`src/rtl/alarm_buzzer_ctrl.sv`:
```
// Alarm arm/latch/hold FSM driving a gated, beeping piezo tone.
// Optional build macro ALARM_COUNT_EN adds a saturating ARMED->ALARM entry counter (alarm_count).
module alarm_buzzer_ctrl #(
  parameter int TONE_HALF   = 12500,
  parameter int BEEP_ON     = 12500000,
  parameter int BEEP_OFF    = 12500000,
  parameter int HOLD_CYCLES = 250000000,
  parameter int CNT_W       = 28
) (
  input  logic       clk,
  input  logic       reset,
  input  logic       arm,
  input  logic       motion,
  input  logic       silence,
  output logic       buzzer_out,
  output logic       alarm_active,
`ifdef ALARM_COUNT_EN
  output logic [7:0] alarm_count,
`endif
  output logic [1:0] state
);

  localparam logic [1:0] DISARMED = 2'd0;
  localparam logic [1:0] ARMED    = 2'd1;
  localparam logic [1:0] ALARM    = 2'd2;
  localparam logic [1:0] SILENCED = 2'd3;

  localparam logic [CNT_W-1:0] HOLD_LAST  = CNT_W'(HOLD_CYCLES - 1);
  localparam logic [CNT_W-1:0] PHASE_LAST = CNT_W'(BEEP_ON + BEEP_OFF - 1);
  localparam logic [CNT_W-1:0] ON_LEN     = CNT_W'(BEEP_ON);
  localparam logic [CNT_W-1:0] TONE_LAST  = CNT_W'(TONE_HALF - 1);

  logic [1:0]       state_q, state_d;
  logic [CNT_W-1:0] hold_cnt;
  logic [CNT_W-1:0] phase_cnt, phase_inc;
  logic [CNT_W-1:0] tone_cnt;
  logic             tone_q;
  logic             hold_done;
  logic             entering_alarm;

  assign hold_done      = (hold_cnt == HOLD_LAST) && !motion;
  assign entering_alarm = (state_d == ALARM) && (state_q != ALARM);
  assign phase_inc      = phase_cnt + CNT_W'(1);

  // Priority: disarm beats silence beats the motion/hold rules.
  always_comb begin
    state_d = state_q;
    case (state_q)
      DISARMED: if (arm) state_d = ARMED;
      ARMED: begin
        if (!arm)        state_d = DISARMED;
        else if (motion) state_d = ALARM;
      end
      ALARM: begin
        if (!arm)           state_d = DISARMED;
        else if (silence)   state_d = SILENCED;
        else if (hold_done) state_d = ARMED;
      end
      SILENCED: begin
        if (!arm)           state_d = DISARMED;
        else if (hold_done) state_d = ARMED;
      end
      default: state_d = DISARMED;
    endcase
  end

  always_ff @(posedge clk or posedge reset) begin
    if (reset) state_q <= DISARMED;
    else       state_q <= state_d;
  end

  // Quiet-period counter; saturates at its terminal value rather than wrapping.
  always_ff @(posedge clk or posedge reset) begin
    if (reset) begin
      hold_cnt <= '0;
    end else if ((state_d != state_q) || motion) begin
      hold_cnt <= '0;
    end else if (((state_q == ALARM) || (state_q == SILENCED)) && (hold_cnt != HOLD_LAST)) begin
      hold_cnt <= hold_cnt + CNT_W'(1);
    end
  end

  // Beep cadence and tone generator; every beep period restarts with tone high.
  always_ff @(posedge clk or posedge reset) begin
    if (reset) begin
      phase_cnt <= '0;
      tone_cnt  <= '0;
      tone_q    <= 1'b0;
    end else if (entering_alarm) begin
      phase_cnt <= '0;
      tone_cnt  <= '0;
      tone_q    <= 1'b1;
    end else if (state_d == ALARM) begin
      if (phase_cnt == PHASE_LAST) begin
        phase_cnt <= '0;
        tone_cnt  <= '0;
        tone_q    <= 1'b1;
      end else begin
        phase_cnt <= phase_inc;
        if (phase_inc < ON_LEN) begin
          if (tone_cnt == TONE_LAST) begin
            tone_cnt <= '0;
            tone_q   <= ~tone_q;
          end else begin
            tone_cnt <= tone_cnt + CNT_W'(1);
          end
        end else begin
          tone_cnt <= '0;
          tone_q   <= 1'b0;
        end
      end
    end else begin
      phase_cnt <= '0;
      tone_cnt  <= '0;
      tone_q    <= 1'b0;
    end
  end

`ifdef ALARM_COUNT_EN
  always_ff @(posedge clk or posedge reset) begin
    if (reset)
      alarm_count <= 8'd0;
    else if ((state_q == ARMED) && (state_d == ALARM) && (alarm_count != 8'hFF))
      alarm_count <= alarm_count + 8'd1;
  end
`endif

  assign state        = state_q;
  assign alarm_active = (state_q == ALARM);
  assign buzzer_out   = tone_q && (state_q == ALARM) && (phase_cnt < ON_LEN);

endmodule
```
`config.mk`:
```
export PLATFORM = sky130hd
export DESIGN_NAME = alarm_buzzer_ctrl
export DESIGN_NICKNAME = d
export VERILOG_FILES = /design/src/rtl/alarm_buzzer_ctrl.sv
export SDC_FILE = /design/constraint.sdc
export NUM_CORES = 1
export LEC_CHECK = 0
export CORE_AREA = 2 2 173 124
export CTS_CLUSTER_DIAMETER = 30
export CTS_CLUSTER_SIZE = 10
export DETAILED_ROUTE_END_ITERATION = 16
export DIE_AREA = 0 0 175 126
export PLACE_DENSITY = 0.44
export SKIP_LAST_GASP = 1
export SYNTH_ARGS = -nofsm -noshare
export SYNTH_HDL_FRONTEND = slang
export SYNTH_SLANG_ARGS = --single-unit
```
`constraint.sdc`:
```
create_clock -name clk -period 3.2 [get_ports clk]
set_input_delay 0.32 -clock clk [delete_from_list [all_inputs] [get_ports clk]]
set_output_delay 0.32 -clock clk [all_outputs]
set_load 0.005 [all_outputs]
```
# Word-level counts from Yosys, hierarchy flattened
# Index checks and enable logic that the tools add are counted.
# classes
addsub,3
order_cmp,2
n_eq_ne,11
n_mux,23
bitwise,1
n_reduce_logical,10
# ops
op,n
$mux 28,10
$add 28x1->28 const B,3
$lt 28x24->1 const B,2
$eq 28x14->1 const B,1
$eq 28x25->1 const B,1
$eq 28x28->1 const B,1
$ne 28x28->1 const B,1
$mux 2,7
$pmux 2 s4,1
$eq 2x2->1 const B,3
$logic_and 1x1->1,5
$mux 1,5
$ne 5x4->1 const B,1
$eq 2x1->1 const B,1
$logic_not 2->1,1
$logic_or 1x1->1,2
$ne 2x2->1,1
$ne 2x2->1 const B,1
$reduce_bool 2->1,1
$logic_not 1->1,1
$not 1->1,1
# word_totals
regBits,87
input_bits,5
out_inout_bits,4
wordCells,55

# Depth between registers and ports, before layout
# Gate-level depths: netlist of run 1.
# logic_depth
word_depth,9
mapped_depth,9
mapped_depth_nobuf,7

# Worst setup path after synthesis of run 1
# Ideal clock, no wire load.
# synth_path
path_type,reg-to-reg
from,register phase_cnt[0]
to,register tone_cnt[10]
setup_time_ns,0.086
arrival_time_ns,2.368
t_required_ns,3.114
slack_ns,0.746
stages_incl_launch_ff,9
n_path_buf,1
synth_period_minus_slack_ns,2.454
cell_sequence,dfrtp_1 ha_1 nand4_2 nor3_2 mux2_2 a22oi_1 o211ai_2 buf_2 nor3_1
# synth_via
elab_chain_cells,6
elab_cells_between_ends,7
classes_between,add/sub (1); order compare (1); eq/ne (1); mux (4)
# synth_lines
item,line_no,source
from (decl),35,"logic [CNT_W-1:0] phase_cnt, phase_inc;"
from (signal assigned),99,phase_cnt <= phase_inc;
$add 28x1->28,43,assign phase_inc = phase_cnt + CNT_W'(1);
$lt 28x24->1,100,if (phase_inc < ON_LEN) begin
$mux 28,100,
$mux 28 *,94,if (phase_cnt == PHASE_LAST) begin
$mux 28 *,93,end else if (state_d == ALARM) begin
$mux 28 *,89,end else if (entering_alarm) begin
to (signal assigned),105,tone_cnt <= tone_cnt + CNT_W'(1);
to (decl),36,logic [CNT_W-1:0] tone_cnt;
# Mark *: on every way between the ends. The rest lies on a longest branch, timed or not.
# A chain may end at the register's enable or synchronous reset.

# Worst setup path after layout of run 1
# layout_path
from,register phase_cnt[8]
to,output buzzer_out
# layout_via
elab_chain_cells,2
# layout_lines
item,line_no,source
$lt 28x24->1,130,assign buzzer_out = tone_q && (state_q == ALARM) && (phase_cnt < ON_LEN);
$logic_and 1x1->1,130,
to (decl),15,"output logic buzzer_out,"
# Every way passes these cells.

==> key figures, run 1 <==
Timing
  – Fin Setup TNS: 0 ps
  – RSZ-0062 raised after global routing: no
  – Setup ws final: 266.4 ps
  – Final Hold Vio Count: 0
  – Setup Skew: 10.63 ps
  – Tightest Pin Transition: 797.4 ps
  – Max-Slew Margin vs Limit: 46.78%
  – Max-slew violations: 0
  – Tcrit/Tclk final: 91.67%
  – Final min period: 2934 ps
  – Highest Clock Rate: 340.9 MHz
  – Setup violators final: 0

Synthesis
  – Syn_area_per_cell: 9.127 µm²
  – Sequential share of the synthesized area: 43.37%
  – Async SR Flop Fraction: 100.0%
  – Flops & latches, synth: 87
  – Ys Warns: 0
  – Synth Net Count: 558
  – Mapped Cells: 550
  – Cell variety after synth: 58
  – Post-synth EDFFs: 0
  – Synthesized cell area: 5020 µm²
  – Most used DFF post-synth: dfrtp_1

Final layout
  – Layout Area Growth over Synthesis: 15.93%
  – Number of diodes: 0
  – Nets: 570
  – Layout cells sized above 1: 8.289%
  – Fin util: 28.49%

Place
  – DP Wirelength: 8.350 mm
  – Port Buf Inserts: 8
  – Worst slack, placed: 66.93 ps
  – Gpl congestion: 0.8546

GRT
  – Initial antenna violation count: 0
  – Vias in the first global route: 3925
  – Total global-route track usage: 11.39%
  – Global route overflow: 0
  – First-pass GRT wire length: 20.40 mm
  – Largest net degree at the start of global routing: 45

Detailed routing
  – Drt pass-1 iters: 5
  – Detailed-route wire length: 11.85 mm
  – Antenna Nets Post-Route: 0
  – DR DRC count: 0
  – Vias per inst: 4.767
  – Via count: 4019
  – DRT iter0 DRCs: 226
  – WL per Instance: 14.05 µm

Critical path
  – Worst path max stage delay: 510 ps
  – Worst setup EP type: output pin
  – Worst Path Arrival: 2610 ps
  – Kind of critical path: flip-flop to output pin
  – Worst path top cell family by delay: simple AND/OR/NAND/NOR gates
  – Buffers & Inverters on Critical Path: 1
  – Critical Path Source Type: flip-flop
  – CP Data Required Time: 2880 ps
  – CP max FO: 9
  – Slowest stage cell, crit path: dfrtp_1
  – Cells along the critical path: nor4_1 > a21oi_1 > o21a_1 > o211ai_1 > and4b_1 > clkdlybuf4s50_1

Clocking
  – CTS buffer count: 9
  – Clock-pin slew on the worst setup and hold paths: 70 ps
  – # clock sinks: 87
  – Htree depth: 3
  – Root Driver: clkbuf_16
  – CTS Buffer Depth: 2
  – Post-CTS Setup Bufs: 0
  – CTS tree: yes
  – Clock insertion delay at the later pin of the skew report: 340 ps

Power
  – Total power: 2379 µW
  – Static Leak: 0.002129 µW
  – Power per cell area: 408.7 nW/µm²
  – Peak supply drop: 0.0002184 V

Floorplanning
  – Die H: 126 µm
  – Cell row count: 44
  – Chip Width: 175 µm
  – IO Count: 9
  – Die ar.: 22050 µm²
  – Placeable core area: 20420 µm²
  – Starting density of the core: 24.58%

Job
  – # Max-Cap Violations: 0

Hold path
  – Worst hold-check path type: primary input to asynchronous set/reset pin

Outcome
  – Status: completed
## timing repair
item                       in CTS  in global routing
gates resized for setup         0                  1
hold buffers                    0                  0
setup endpoints to repair       0                  8
## report_power, final
part           internal (µW)  switching (µW)  leakage (µW)  total [µW]
clock network            730             448      0.000163        1180
logic                   29.5            62.2      0.000754        91.7
registers               1100            4.90       0.00121        1110
total                   1860             515       0.00213        2380
## synth_stat cells (all sizes together), types with 3 or more instances
master / count / area share (%)
buf: 9 / 1.1
nand2: 38 / 2.9
dfrtp: 87 / 43
clkbuf: 12 / 0.92
and2: 14 / 1.7
o2111ai: 4 / 0.70
nand2b: 3 / 0.37
nor2: 80 / 6.0
nor3: 46 / 4.7
a21oi: 3 / 0.30
inv: 8 / 0.60
xnor2: 41 / 7.2
and4b: 3 / 0.60
a31oi: 3 / 0.37
or4: 4 / 0.60
nor2b: 5 / 0.62
nand3: 33 / 3.4
ha: 3 / 0.75
a21boi: 3 / 0.45
nand4: 29 / 4.2
nor4b: 5 / 0.87
xor2: 42 / 7.3
nor4: 23 / 3.2
or2: 4 / 0.50
o21a: 4 / 0.60
and3: 6 / 0.75
o21ai: 9 / 0.90
and4: 6 / 1.0
## metal layers
metal / global-route usage [%] / routed length, µm / up-vias
li1: - / - / 1990
met2: 17.04 / 5032 / 63
met1: 16.29 / 6225 / 1959
met5: 0 / 0 / -
met3: 3.231 / 498 / 7
met4: 2.549 / 92 / 0
## area by class of cell
| type | instances | area, µm² |
|---|---|---|
| fill | 2174 | 14610 |
| sequential | 87 | 2177 |
| tap | 276 | 345.3 |
| clock buffer | 12 | 256.5 |
| inverter | 8 | 31.28 |
| clock inverter | 4 | 77.57 |
| timing repair buffer | 22 | 197.7 |
| multi-input combinational | 434 | 2734 |
## path summary, 6_finish.rpt
| check | startpoint | endpoint | slack (ps) | depth (start not counted) |
|---|---|---|---|---|
| min in group clk | tone_cnt[0]$_DFF_PP0_ | tone_cnt[0]$_DFF_PP0_ | 500 | 1 |
| setup / recovery | phase_cnt[8]$_DFF_PP0_ | buzzer_out | 270 | 6 |
| max in group asynchronous | reset | phase_cnt[4]$_DFF_PP0_ | 2090 | 3 |
| hold / removal | reset | tone_cnt[19]$_DFF_PP0_ | 430 | 2 |
| hold reg to reg | tone_cnt[0]$_DFF_PP0_ | tone_cnt[0]$_DFF_PP0_ | 500 | 1 |
| setup reg to reg | phase_cnt[6]$_DFF_PP0_ | tone_cnt[4]$_DFF_PP0_ | 310 | 7 |
## cell usage in the layout, fill, tap and decap left out, types with 3 or more instances in the layout
cell             synthesis  final
dfrtp_1                 87     87
nor2_1                  80     80
nor3_1                  45     45
xor2_1                  42     42
xnor2_1                 41     41
nand2_1                 37     37
nand3_1                 32     32
nand4_1                 26     26
nor4_1                  22     22
and2_1                  13     13
buf_4                    1     13
clkbuf_16                0      9
o21ai_0                  8      8
clkdlybuf4s50_1          0      8
inv_1                    8      7
and4_1                   6      6
and3_1                   6      6
nor4b_1                  5      5
nor2b_1                  5      5
or2_2                    4      4
or4_1                    4      4
o21a_1                   4      4
o2111ai_1                4      4
nand2b_1                 3      3
a21boi_0                 3      3
and4b_1                  3      3
a31oi_1                  3      3
a21oi_1                  3      3
ha_1                     3      3
## per-stage QoR
stage | instance area (µm²) | hold WS (ps) | cells
after global routing | 5819 | 489.5 | 843
after CTS | 5811 | 458.7 | 843
after detailed placement | 5477 | 491.8 | 827
after global placement | 5477 | 496.7 | 827
final | 5819 | 432.4 | 843
after floorplan | 5020 | 448.2 | 550
## sequential cells by signal, indices dropped and copies added (netlist names)
register and count:
hold_cnt 28, phase_cnt 28, state 2, tone_cnt 28, tone_q 1
## cell families after synthesis
group                      after synthesis  share of synthesized area (%)
buffers and inverters                   29                          2.592
DFF                                     87                          43.37
and+or+nand+nor                        308                          32.85
adders and majority gates                3                         0.7478
xor gates and xnor gates                83                          14.48
AOI/OAI and AO/OA                       38                          5.508
muxes                                    2                         0.4486
## worst register-to-register path, cell delays in order (launching register included)
cell and delay [ps]:
dfrtp_1 560, nand2_2 240, nor4_4 550, xor2_1 240, o2111ai_1 250, a2111oi_4 420, buf_4 360, nor4_1 120
No activity file was read; power rests on OpenSTA's default activity.
==> run 2, diff against run 1 <==
--- a/config.mk
+++ b/config.mk
@@ -11,6 +11,7 @@
 export DETAILED_ROUTE_END_ITERATION = 16
 export DIE_AREA = 0 0 175 126
 export PLACE_DENSITY = 0.44
+export SETUP_SLACK_MARGIN = 0.1
 export SKIP_LAST_GASP = 1
 export SYNTH_ARGS = -nofsm -noshare
 export SYNTH_HDL_FRONTEND = slang
==> run 2 against run 1 <==
Effect of this change:
- setup slack got worse by 3.6 ps
- critical endpoint unchanged
- via count grew 0.87%
- sequential share of layout area shrank 0.22 points
- largest cell class unchanged
- first-iteration DRC count rose by 8.4%
- sequential power hardly changed
- final cell count is 0.36% higher
- register-to-register slack improved by 20 ps
- clock power barely moved
- cell area increased by 0.60%
- highest routed layer unchanged
- core utilization up 0.17 points
- non-clock buffer count rose by 2
==> key figures, run 2 (synthesis results as in run 1) <==
Critical path
  – Cells along the critical path: nor4_1 > a21oi_1 > o21a_1 > o211ai_1 > and4b_1 > clkdlybuf4s50_1
  – Critical Path Source Type: flip-flop
  – CP Data Required Time: 2880 ps (about the same)
  – Buffers & Inverters on Critical Path: 1 (unchanged)
  – Worst path depth: 6 (unchanged)
  – Worst r2r src: phase_cnt[6]$_DFF_PP0_
  – Worst setup EP type: output pin
  – Slowest stage cell, crit path: dfrtp_1
  – R2r worst-path depth: 7 (unchanged)
  – Worst Path Arrival: 2620 ps (about the same)
  – Worst path max stage delay: 510 ps (about the same)
  – Crit path from: phase_cnt[8]$_DFF_PP0_
  – CP max FO: 9 (unchanged)
  – Kind of critical path: flip-flop to output pin
  – Worst path top cell family by delay: simple AND/OR/NAND/NOR gates

Clocking
  – Htree depth: 3 (unchanged)
  – # clock sinks: 87 (unchanged)
  – CTS buffer count: 9 (unchanged)
  – Clock insertion delay at the later pin of the skew report: 340 ps (about the same)
  – CTS Buffer Depth: 2 (unchanged)
  – Hold Buf Count CTS: 0 (unchanged)
  – CTS tree: yes
  – Root Driver: clkbuf_16
  – Clock-pin slew on the worst setup and hold paths: 70 ps (about the same)

Final layout
  – Largest registers: hold_cnt x28, phase_cnt x28, tone_cnt x28
  – Nets: 573 (+0.53%)
  – Layout cells sized above 1: 9.123% (+0.83 points)
  – Number of diodes: 0 (unchanged)
  – Most common cell after layout, fill and taps aside: dfrtp_1
  – Fin area: 5854 µm² (+0.60%)
  – Layout Area Growth over Synthesis: 16.63%
  – Fin util: 28.66% (+0.17 points)
  – Most frequent cells in the layout: dfrtp_1 (87), nor2_1 (79), nor3_1 (45), xor2_1 (42), xnor2_1 (41)

Power
  – Peak supply drop: 0.0002189 V (+0.26%)
  – Static Leak: 0.002140 µW (+0.53%)
  – Power per cell area: 407.3 nW/µm² (-0.36%)

Hold path
  – Worst hold-check path type: primary input to asynchronous set/reset pin

Place
  – Gpl congestion: 0.8546 (unchanged)
  – Port Buf Inserts: 8 (unchanged)
  – Placed inst area: 5477 µm² (unchanged)
  – DP Wirelength: 8.350 mm (unchanged)

Detailed routing
  – Antenna Nets Post-Route: 0 (unchanged)
  – WL per Instance: 14.37 µm (+2.3%)
  – Vias per inst: 4.792 (+0.51%)
  – Drt pass-1 iters: 4 (-1)
  – Detailed-route wire length: 12.16 mm (+2.6%)
  – Via count: 4054 (+0.87%)
  – DR DRC count: 0 (unchanged)
  – DRT iter0 DRCs: 245 (+8.4%)

Timing
  – Highest Clock Rate: 340.5 MHz (-0.12%)
  – Fin Setup TNS: 0 ps (unchanged)
  – RSZ-0062 raised after global routing: no
  – Tightest Pin Transition: 807.3 ps (+9.863 ps)
  – Tcrit/Tclk final: 91.79% (+0.11 points)
  – Max-Slew Margin vs Limit: 46.12% (-0.66 points)
  – Setup violators final: 0 (unchanged)
  – Final min period: 2937 ps (+3.611 ps)
  – Max-slew violations: 0 (unchanged)
  – Setup Skew: 11.03 ps (+0.3945 ps)
  – Final Hold Vio Count: 0 (unchanged)

GRT
  – Initial antenna violation count: 0 (unchanged)
  – Global route overflow: 0 (unchanged)
  – Largest net degree at the start of global routing: 45 (unchanged)
  – Vias in the first global route: 3925 (unchanged)
  – Total global-route track usage: 11.39% (unchanged)
  – First-pass GRT wire length: 20.40 mm (unchanged)

Floorplanning
  – Die H: 126 µm (unchanged)
  – Starting density of the core: 24.58% (unchanged)
  – Cell row count: 44 (unchanged)
  – Chip Width: 175 µm (unchanged)
  – IO Count: 9 (unchanged)
  – Placeable core area: 20420 µm² (unchanged)
  – Die ar.: 22050 µm² (unchanged)

Outcome
  – Status: completed

Job
  – # Max-Cap Violations: 0 (unchanged)
==> run 2: cell count changes in the layout (fill, tap and decap cells not counted) <==
cell and change:
a22oi_2 +1, buf_4 +2, o211ai_2 +1, a21boi_0 -1, a21boi_1 +1, nor2_2 +1, nor2_1 -1, a22oi_1 -1
==> run 2: per-stage QoR <==
step | cells | hold WS, ps | power (µW) | setup WS, ps
3_3_place_gp | 827 | 496.7 | 1223 | 204.3
3_5_place_dp | 827 | 491.8 | 1225 | 66.93
4_1_cts | 843 | 458.7 | 2416 | 257.4
5_1_grt | 846 | 489.5 | 2473 | 125.4
2_1_floorplan | 550 | 448.2 | 1182 | 629.8
6_report | 846 | 434.1 | 2384 | 262.8
==> run 2: worst paths after layout <==
check / endpoint / slack [ps]
max in group asynchronous: phase_cnt[10]$_DFF_PP0_ / 2080
hold reg to reg: tone_cnt[0]$_DFF_PP0_ / 500
hold / removal: tone_cnt[19]$_DFF_PP0_ / 430
min in group clk: tone_cnt[0]$_DFF_PP0_ / 500
setup / recovery: buzzer_out / 260
setup reg to reg: tone_q$_DFFE_PP0P_ / 330
==> run 2: power breakdown <==
part	switching, µW	total, µW	internal [µW]
logic	63.3	93.0	29.8
clock network	452	1180	731
registers	4.78	1110	1100
total	520	2380	1860
==> run 2: cell type report <==
type	instances	area (µm²)
well taps	276	345.3
repair buffers	24	212.7
multi-input cells	435	2754
fillers	2170	14570
inverters	8	31.28
clock inverters	4	77.57
flip-flops and latches	87	2177
clock buffers	12	256.5
==> run 2: layer usage <==
metal	up-vias	routed length, µm	GRT usage (%)
li1	1994	-	-
met3	7	627	3.231
met2	93	5102	17.04
met4	0	92	2.549
met5	-	0	0
met1	1960	6337	16.29
==> run 2: timing repair <==
| item | 4_1_cts | 5_1_grt |
|---|---|---|
| buffers inserted | 0 | 2 |
| gates resized for setup | 0 | 4 |
| setup endpoints to repair | 0 | 29 |
